===== config.mk =====
export PLATFORM = sky130hd
export DESIGN_NAME = id_ex_stage_register
export DESIGN_NICKNAME = d
export VERILOG_FILES = /design/src/rtl/id_ex_stage_register.sv
export SDC_FILE = /design/constraint.sdc
export NUM_CORES = 1
export LEC_CHECK = 0
export BUFFER_PORTS_ARGS = -buffer_cell sky130_fd_sc_hd__buf_2
export CORE_MARGIN = 4
export CORE_UTILIZATION = 39
export CTS_BUF_LIST = sky130_fd_sc_hd__clkbuf_16
export DETAILED_ROUTE_END_ITERATION = 10
export PLACE_DENSITY = 0.82
export SLEW_MARGIN = 30
export SYNTH_ARGS = -nofsm -noshare
export SYNTH_HDL_FRONTEND = slang
export SYNTH_SLANG_ARGS = --single-unit
export TNS_END_PERCENT = 1

===== constraint.sdc =====
create_clock -name clk -period 1.8 [get_ports clk]
set_clock_uncertainty 0.15 [all_clocks]
set_input_delay 0.36 -clock clk [delete_from_list [all_inputs] [get_ports clk]]
set_output_delay 0.36 -clock clk [all_outputs]
set_load 0.005 [all_outputs]

===== src/rtl/id_ex_stage_register.sv =====
// ID/EX pipeline register: latches decode control and operands for EX.
// It detects load-use hazards (Stall_o) and squashes the slot on Flush_i.
// Ports: clk, reset (sync, active low), decode control/data/index inputs,
//   Flush_i, comb Stall_o, registered copies of every input, Valid_o.
// Option ID_EX_STALL_CNT_EN adds the Stall_Cnt_o and Flush_Cnt_o counters.
module id_ex_stage_register #(
  parameter int DATA_WIDTH = 32
) (
  input  logic                  clk,
  input  logic                  reset,
  input  logic                  Branch_i,
  input  logic                  Mem_Read_i,
  input  logic                  Mem_to_Reg_i,
  input  logic                  Mem_Write_i,
  input  logic                  ALU_Src_i,
  input  logic                  Reg_Write_i,
  input  logic [2:0]            ALU_Op_i,
  input  logic [DATA_WIDTH-1:0] PC_i,
  input  logic [DATA_WIDTH-1:0] RS1_Data_i,
  input  logic [DATA_WIDTH-1:0] RS2_Data_i,
  input  logic [DATA_WIDTH-1:0] Imm_i,
  input  logic [4:0]            RS1_Addr_i,
  input  logic [4:0]            RS2_Addr_i,
  input  logic [4:0]            RD_Addr_i,
  input  logic [2:0]            Funct3_i,
  input  logic                  Funct7_b5_i,
  input  logic                  Flush_i,
  output logic                  Stall_o,
  output logic                  Branch_o,
  output logic                  Mem_Read_o,
  output logic                  Mem_to_Reg_o,
  output logic                  Mem_Write_o,
  output logic                  ALU_Src_o,
  output logic                  Reg_Write_o,
  output logic [2:0]            ALU_Op_o,
  output logic [DATA_WIDTH-1:0] PC_o,
  output logic [DATA_WIDTH-1:0] RS1_Data_o,
  output logic [DATA_WIDTH-1:0] RS2_Data_o,
  output logic [DATA_WIDTH-1:0] Imm_o,
  output logic [4:0]            RS1_Addr_o,
  output logic [4:0]            RS2_Addr_o,
  output logic [4:0]            RD_Addr_o,
  output logic [2:0]            Funct3_o,
  output logic                  Funct7_b5_o,
  output logic                  Valid_o
`ifdef ID_EX_STALL_CNT_EN
  ,
  output logic [31:0]           Stall_Cnt_o,
  output logic [31:0]           Flush_Cnt_o
`endif
);

  localparam logic [2:0] OP_U = 3'b010;

  typedef struct packed {
    logic       branch;
    logic       mem_read;
    logic       mem_to_reg;
    logic       mem_write;
    logic       alu_src;
    logic       reg_write;
    logic [2:0] alu_op;
  } ctrl_t;

  typedef struct packed {
    logic [DATA_WIDTH-1:0] pc;
    logic [DATA_WIDTH-1:0] rs1_data;
    logic [DATA_WIDTH-1:0] rs2_data;
    logic [DATA_WIDTH-1:0] imm;
    logic [4:0]            rs1_addr;
    logic [4:0]            rs2_addr;
    logic [4:0]            rd_addr;
    logic [2:0]            funct3;
    logic                  funct7_b5;
  } data_t;

  ctrl_t ctrl_d;
  ctrl_t ctrl_q;
  data_t data_d;
  data_t data_q;
  logic  valid_q;

  logic use_rs1;
  logic use_rs2;
  logic rs1_hit;
  logic rs2_hit;
  logic hazard;
  logic bubble;

  always_comb begin
    ctrl_d.branch     = Branch_i;
    ctrl_d.mem_read   = Mem_Read_i;
    ctrl_d.mem_to_reg = Mem_to_Reg_i;
    ctrl_d.mem_write  = Mem_Write_i;
    ctrl_d.alu_src    = ALU_Src_i;
    ctrl_d.reg_write  = Reg_Write_i;
    ctrl_d.alu_op     = ALU_Op_i;
  end

  always_comb begin
    data_d.pc        = PC_i;
    data_d.rs1_data  = RS1_Data_i;
    data_d.rs2_data  = RS2_Data_i;
    data_d.imm       = Imm_i;
    data_d.rs1_addr  = RS1_Addr_i;
    data_d.rs2_addr  = RS2_Addr_i;
    data_d.rd_addr   = RD_Addr_i;
    data_d.funct3    = Funct3_i;
    data_d.funct7_b5 = Funct7_b5_i;
  end

  // U-type has no rs1; rs2 is read by register-register ops and stores
  // (a store's rs2 is the data, even though ALU_Src selects the imm).
  assign use_rs1 = (ALU_Op_i != OP_U);
  assign use_rs2 = ~ALU_Src_i | Mem_Write_i;

  assign rs1_hit = use_rs1 & (data_q.rd_addr == RS1_Addr_i);
  assign rs2_hit = use_rs2 & (data_q.rd_addr == RS2_Addr_i);

  // Loads into x0 never produce a value anyone waits for.
  assign hazard = ctrl_q.mem_read
                & valid_q
                & (data_q.rd_addr != 5'd0)
                & (rs1_hit | rs2_hit);

  // A flush kills the ID instruction upstream, so no stall is needed.
  assign Stall_o = hazard & ~Flush_i;
  assign bubble  = Flush_i | hazard;

  always_ff @(posedge clk) begin
    if (!reset) begin
      ctrl_q  <= '0;
      data_q  <= '0;
      valid_q <= 1'b0;
    end else if (bubble) begin
      ctrl_q  <= '0;
      data_q  <= '0;
      valid_q <= 1'b0;
    end else begin
      ctrl_q  <= ctrl_d;
      data_q  <= data_d;
      valid_q <= 1'b1;
    end
  end

`ifdef ID_EX_STALL_CNT_EN
  logic [31:0] stall_cnt_q;
  logic [31:0] flush_cnt_q;

  // Stall_o already excludes flush cycles, so the two never step together.
  always_ff @(posedge clk) begin
    if (!reset) begin
      stall_cnt_q <= '0;
      flush_cnt_q <= '0;
    end else if (Flush_i) begin
      flush_cnt_q <= flush_cnt_q + 32'd1;
    end else if (Stall_o) begin
      stall_cnt_q <= stall_cnt_q + 32'd1;
    end
  end

  assign Stall_Cnt_o = stall_cnt_q;
  assign Flush_Cnt_o = flush_cnt_q;
`endif

  assign Branch_o     = ctrl_q.branch;
  assign Mem_Read_o   = ctrl_q.mem_read;
  assign Mem_to_Reg_o = ctrl_q.mem_to_reg;
  assign Mem_Write_o  = ctrl_q.mem_write;
  assign ALU_Src_o    = ctrl_q.alu_src;
  assign Reg_Write_o  = ctrl_q.reg_write;
  assign ALU_Op_o     = ctrl_q.alu_op;

  assign PC_o         = data_q.pc;
  assign RS1_Data_o   = data_q.rs1_data;
  assign RS2_Data_o   = data_q.rs2_data;
  assign Imm_o        = data_q.imm;
  assign RS1_Addr_o   = data_q.rs1_addr;
  assign RS2_Addr_o   = data_q.rs2_addr;
  assign RD_Addr_o    = data_q.rd_addr;
  assign Funct3_o     = data_q.funct3;
  assign Funct7_b5_o  = data_q.funct7_b5;

  assign Valid_o      = valid_q;

endmodule


==> metrics.md <==
| Metric | Value |
|---|---|
| Status | `finished, violations left` |
| Failing checks | `setup timing` |
| Compound-Gate Fraction of Synth Area | `0.221` |
| Remaining Overflow, GRT | `0` |
| Unrepaired setup endpoints after global routing | `true` |
| Drt first pass iters | `7` |
| Fmax | `roughly 430 MHz` |
| Worst path cell trace | `or3_1, o311a_4, and3b_1, buf_2` |
| Final slew viol count | `0` |
| Core area | `13,400 sq um` |
| FF+latch count, synth | `157` |
| Max Buffers Root-to-Sink | `2` |
| Final setup viols | `~140` |
| Worst-skew pair later-pin latency | `0.41 ns` |
| EDFF count, synth | `0` |
| Ys Warns | `0` |
| Static Leakage | `between 4 and 5 nW` |
| Sw power | `1.82 mW` |
| Top post-synthesis cells by area | `dfxtp_1 (58%), a21oi_2 (16%), nand2_1 (11%), a21oi_1 (5.3%), buf_6 (2.9%)` |
| Switch share | `0.232` |
| Worst path bufs/invs | `1` |
| Area growth, synth to finish | `52.9%` |
| Crit. Startpoint | `RD_Addr_o[2]` |
| Launching point of the worst reg2reg path | `RD_Addr_o[2]` |
| Post-synthesis instance total | `544` |
| Clock slew at reported path FFs | `0.06 ns` |
| Worst slew pin tran | `approximately 0.33 ns` |
| Depth of the worst register-to-register path | `8` |
| Register area share after synthesis | `0.581` |
| Initial antenna violation count | `1` |
| CTS sink cnt | `157` |
| CP Capture Type | `primary output` |
| Via/cell ratio | `roughly 4.7` |
| Clock power share | `0.430` |
| # DRC | `0` |
| Syn avg cell area | `9.94 sq um` |
| HP Class | `primary input to register` |
| CP required | `1.29 ns` |
| Die area | `between 15,000 and 20,000 sq um` |
| Worst reg2reg endpoint | `RS2_Data_o[4]` |
| Die Y | `126 um` |
| Max Cap Viol | `0` |
| Crit Path Max Fanout | `4` |
| Setup ws final | `-0.533 ns` |
| Nets | `1,055` |
| Vias after detailed routing | `5,119` |
| Cells after DPL | `1,018` |
| Largest family of logic cells by synthesized area | `compound AO/OA/AOI/OAI gates` |
| DRT antenna net count | `0` |
| Synth Flop Type | `dfxtp_1` |
| Final Instance Area | `8270 sq um` |
| WP data arrival | `1.82 ns` |
| Worst vdd ir | `0.000783 V` |
| CTS tree | `done` |
| Layout Cells excl Fill | `1,086` |
| Flop pwr share | `0.465` |
| Synth Area in Adders | `0` |
| Combinational power share | `0.105` |
| Crit path max-delay family | `simple AND/OR/NAND/NOR gates` |
| H-tree depth | `4` |
| Top cell type's share of synthesized area | `0.581` |
| Cell depth of the worst setup path | `4` |
| Num ports | `roughly 320` |
| Top-count cell post-synth | `dfxtp_1` |
| Synth unique cells | `19` |
| Row cnt | `42` |
| Internal cell power | `6.05 mW` |
| XOR/XNOR Fraction of Synth Area | `0.0162` |
| Syn Nets | `703` |
| Port Buffers | `316` |
| Layout cells sized above 1 | `0.540` |
| Placed inst area | `7300 sq um` |
| Layout Utilization | `0.617` |
| Fin crit period | `2.33 ns` |
| Async set-reset flop share out of synthesis | `0` |
| Routed len/inst | `15.7 um` |
| CTS Root Cell | `clkbuf_16` |
| Mux contribution to synthesized area | `0` |
| CP max stage delay | `0.38 ns` |
| Largest net degree at the start of global routing | `a little over 80` |
| Setup TNS | `-10.42 ns` |
| Fin Hold WS | `0.0165 ns` |
| Syn Std Cell Area | `5410 sq um` |
| Die Width | `126 um` |
| Detailed Place HPWL | `11.8 mm` |
| Final-report hold violation count | `0` |
| Vias in the first global route | `5,220` |
| Routed WL | `17.0 mm` |
| Crit path kind | `register to primary output` |
| Initial Util | `0.404` |
| Reg2Reg Setup Slack | `-0.14 ns` |
| Crit path to | `Stall_o` |
| Initial drt markers | `219` |
| Largest area contributor in the netlist | `dfxtp_1` |
| Final worst-path cycle share | `1.30` |
| Crit path max-delay cell type | `or3_1` |
| Placer Congestion | `0.885` |
| First-pass GRT wire length | `26.3 mm` |
| Rel. slew slack | `0.778` |
| PD cells | `952 nW/um^2` |
| CTS Buf Count | `17` |
| Setup crit start kind | `register` |
| Commonest cells post-synth | `dfxtp_1 (157), nand2_1 (154), a21oi_2 (100)` |
| Simple-gate portion of the synthesized area | `0.115` |
| Hold path cells | `3` |
| Total track usage | `0.208` |
[final cells by class]
type	instances	area, sq um
Antenna cell	1	2.50
Timing Repair Buffer	386	2360
Sequential cell	157	3150
Clock inverter	15	133
Multi-Input combinational cell	332	1960
Tap cell	176	220
Fill cell	1093	5130
Inverter	2	7.51
Clock buffer	17	425
[per-stage QoR]
stage               total power [mW]  setup WS [ns]
floorplan                       4.05         -0.113
global placement                4.46         -0.287
detailed placement              4.48         -0.257
CTS                             7.93         -0.553
global route                    8.21         -0.592
finish                          7.87         -0.533
[cells in the final DEF (no fill, tap or decap), drive strengths merged]
cell and n:
buf 352, dfxtp 157, a21oi 157, nand2 154, dlygate4sd3 34, clkbuf 17, xor2 10, clkinv 7
inv 6, nor4 2, a211oi 2, bufinv 2, clkinvlp 2, diode 1, nor2 1, a22o 1
or3 1, o311a 1, and3b 1, nor2b 1, nand2b 1
[layer usage]
layer / vias to the layer above / wire [um] / GRT usage / part of all wire
met5: - / 0 / 0 / 0
met4: 0 / 600 / 0.0997 / 0.035
met3: 45 / 1480 / 0.0686 / 0.087
met2: 266 / 8710 / 0.368 / 0.51
met1: 2333 / 6210 / 0.225 / 0.37
li1: 2475 / - / - / -
[flip-flops by register name, summed over array words and instances, names as in the netlist, 3 cells and up]
| signal | flops |
|---|---|
| ALU_Op_o | 3 |
| Funct3_o | 3 |
| Imm_o | 32 |
| PC_o | 32 |
| RD_Addr_o | 5 |
| RS1_Addr_o | 5 |
| RS1_Data_o | 32 |
| RS2_Addr_o | 5 |
| RS2_Data_o | 32 |
[kinds of logic after synthesis]
logic type,Yosys count
XOR/XNOR,10
AO/OA/AOI/OAI,161
buffers and inverters,55
AND/OR/NAND/NOR,161
flip-flops,157
[repair_timing]
item | CTS | global route
resized for setup | 8 | 7
pin swaps | 3 | 5
setup endpoints to repair | 134 | 152
endpoints found under the hold margin | 32 | 2
hold buffers | 32 | 2
setup buffers | 1 | 0
[worst min path at each step]
stage / start / end / slack [ns]
6_report: PC_i[21] / PC_o[21] / 0.02
3_5_place_dp: PC_i[29] / PC_o[29] / 0.43
5_1_grt: PC_i[19] / PC_o[19] / 0.00008
4_1_cts: RS2_Data_i[22] / RS2_Data_o[22] / 0.00003
2_1_floorplan: ALU_Src_i / ALU_Src_o / 0.32
3_3_place_gp: Mem_Read_i / Mem_Read_o / 0.43
[worst reg2reg max path, cell delays in order (launching register included)]
cell and delay [ns]:
dfxtp_4 0.37, xor2_2 0.18, nor4_2 0.26, buf_4 0.15
a22o_4 0.15, buf_6 0.12, buf_6 0.13, buf_12 0.22
a21oi_2 0.09
[power groups by stage]
stage,Sequential [mW],Clock [mW],Combinational (mW)
floorplan,3.75,0,0.300
global placement,3.73,0,0.736
detailed placement,3.73,0,0.748
CTS,3.66,3.46,0.814
global route,3.67,3.63,0.904
finish,3.66,3.38,0.828
(Power assumes the default switching activity.)
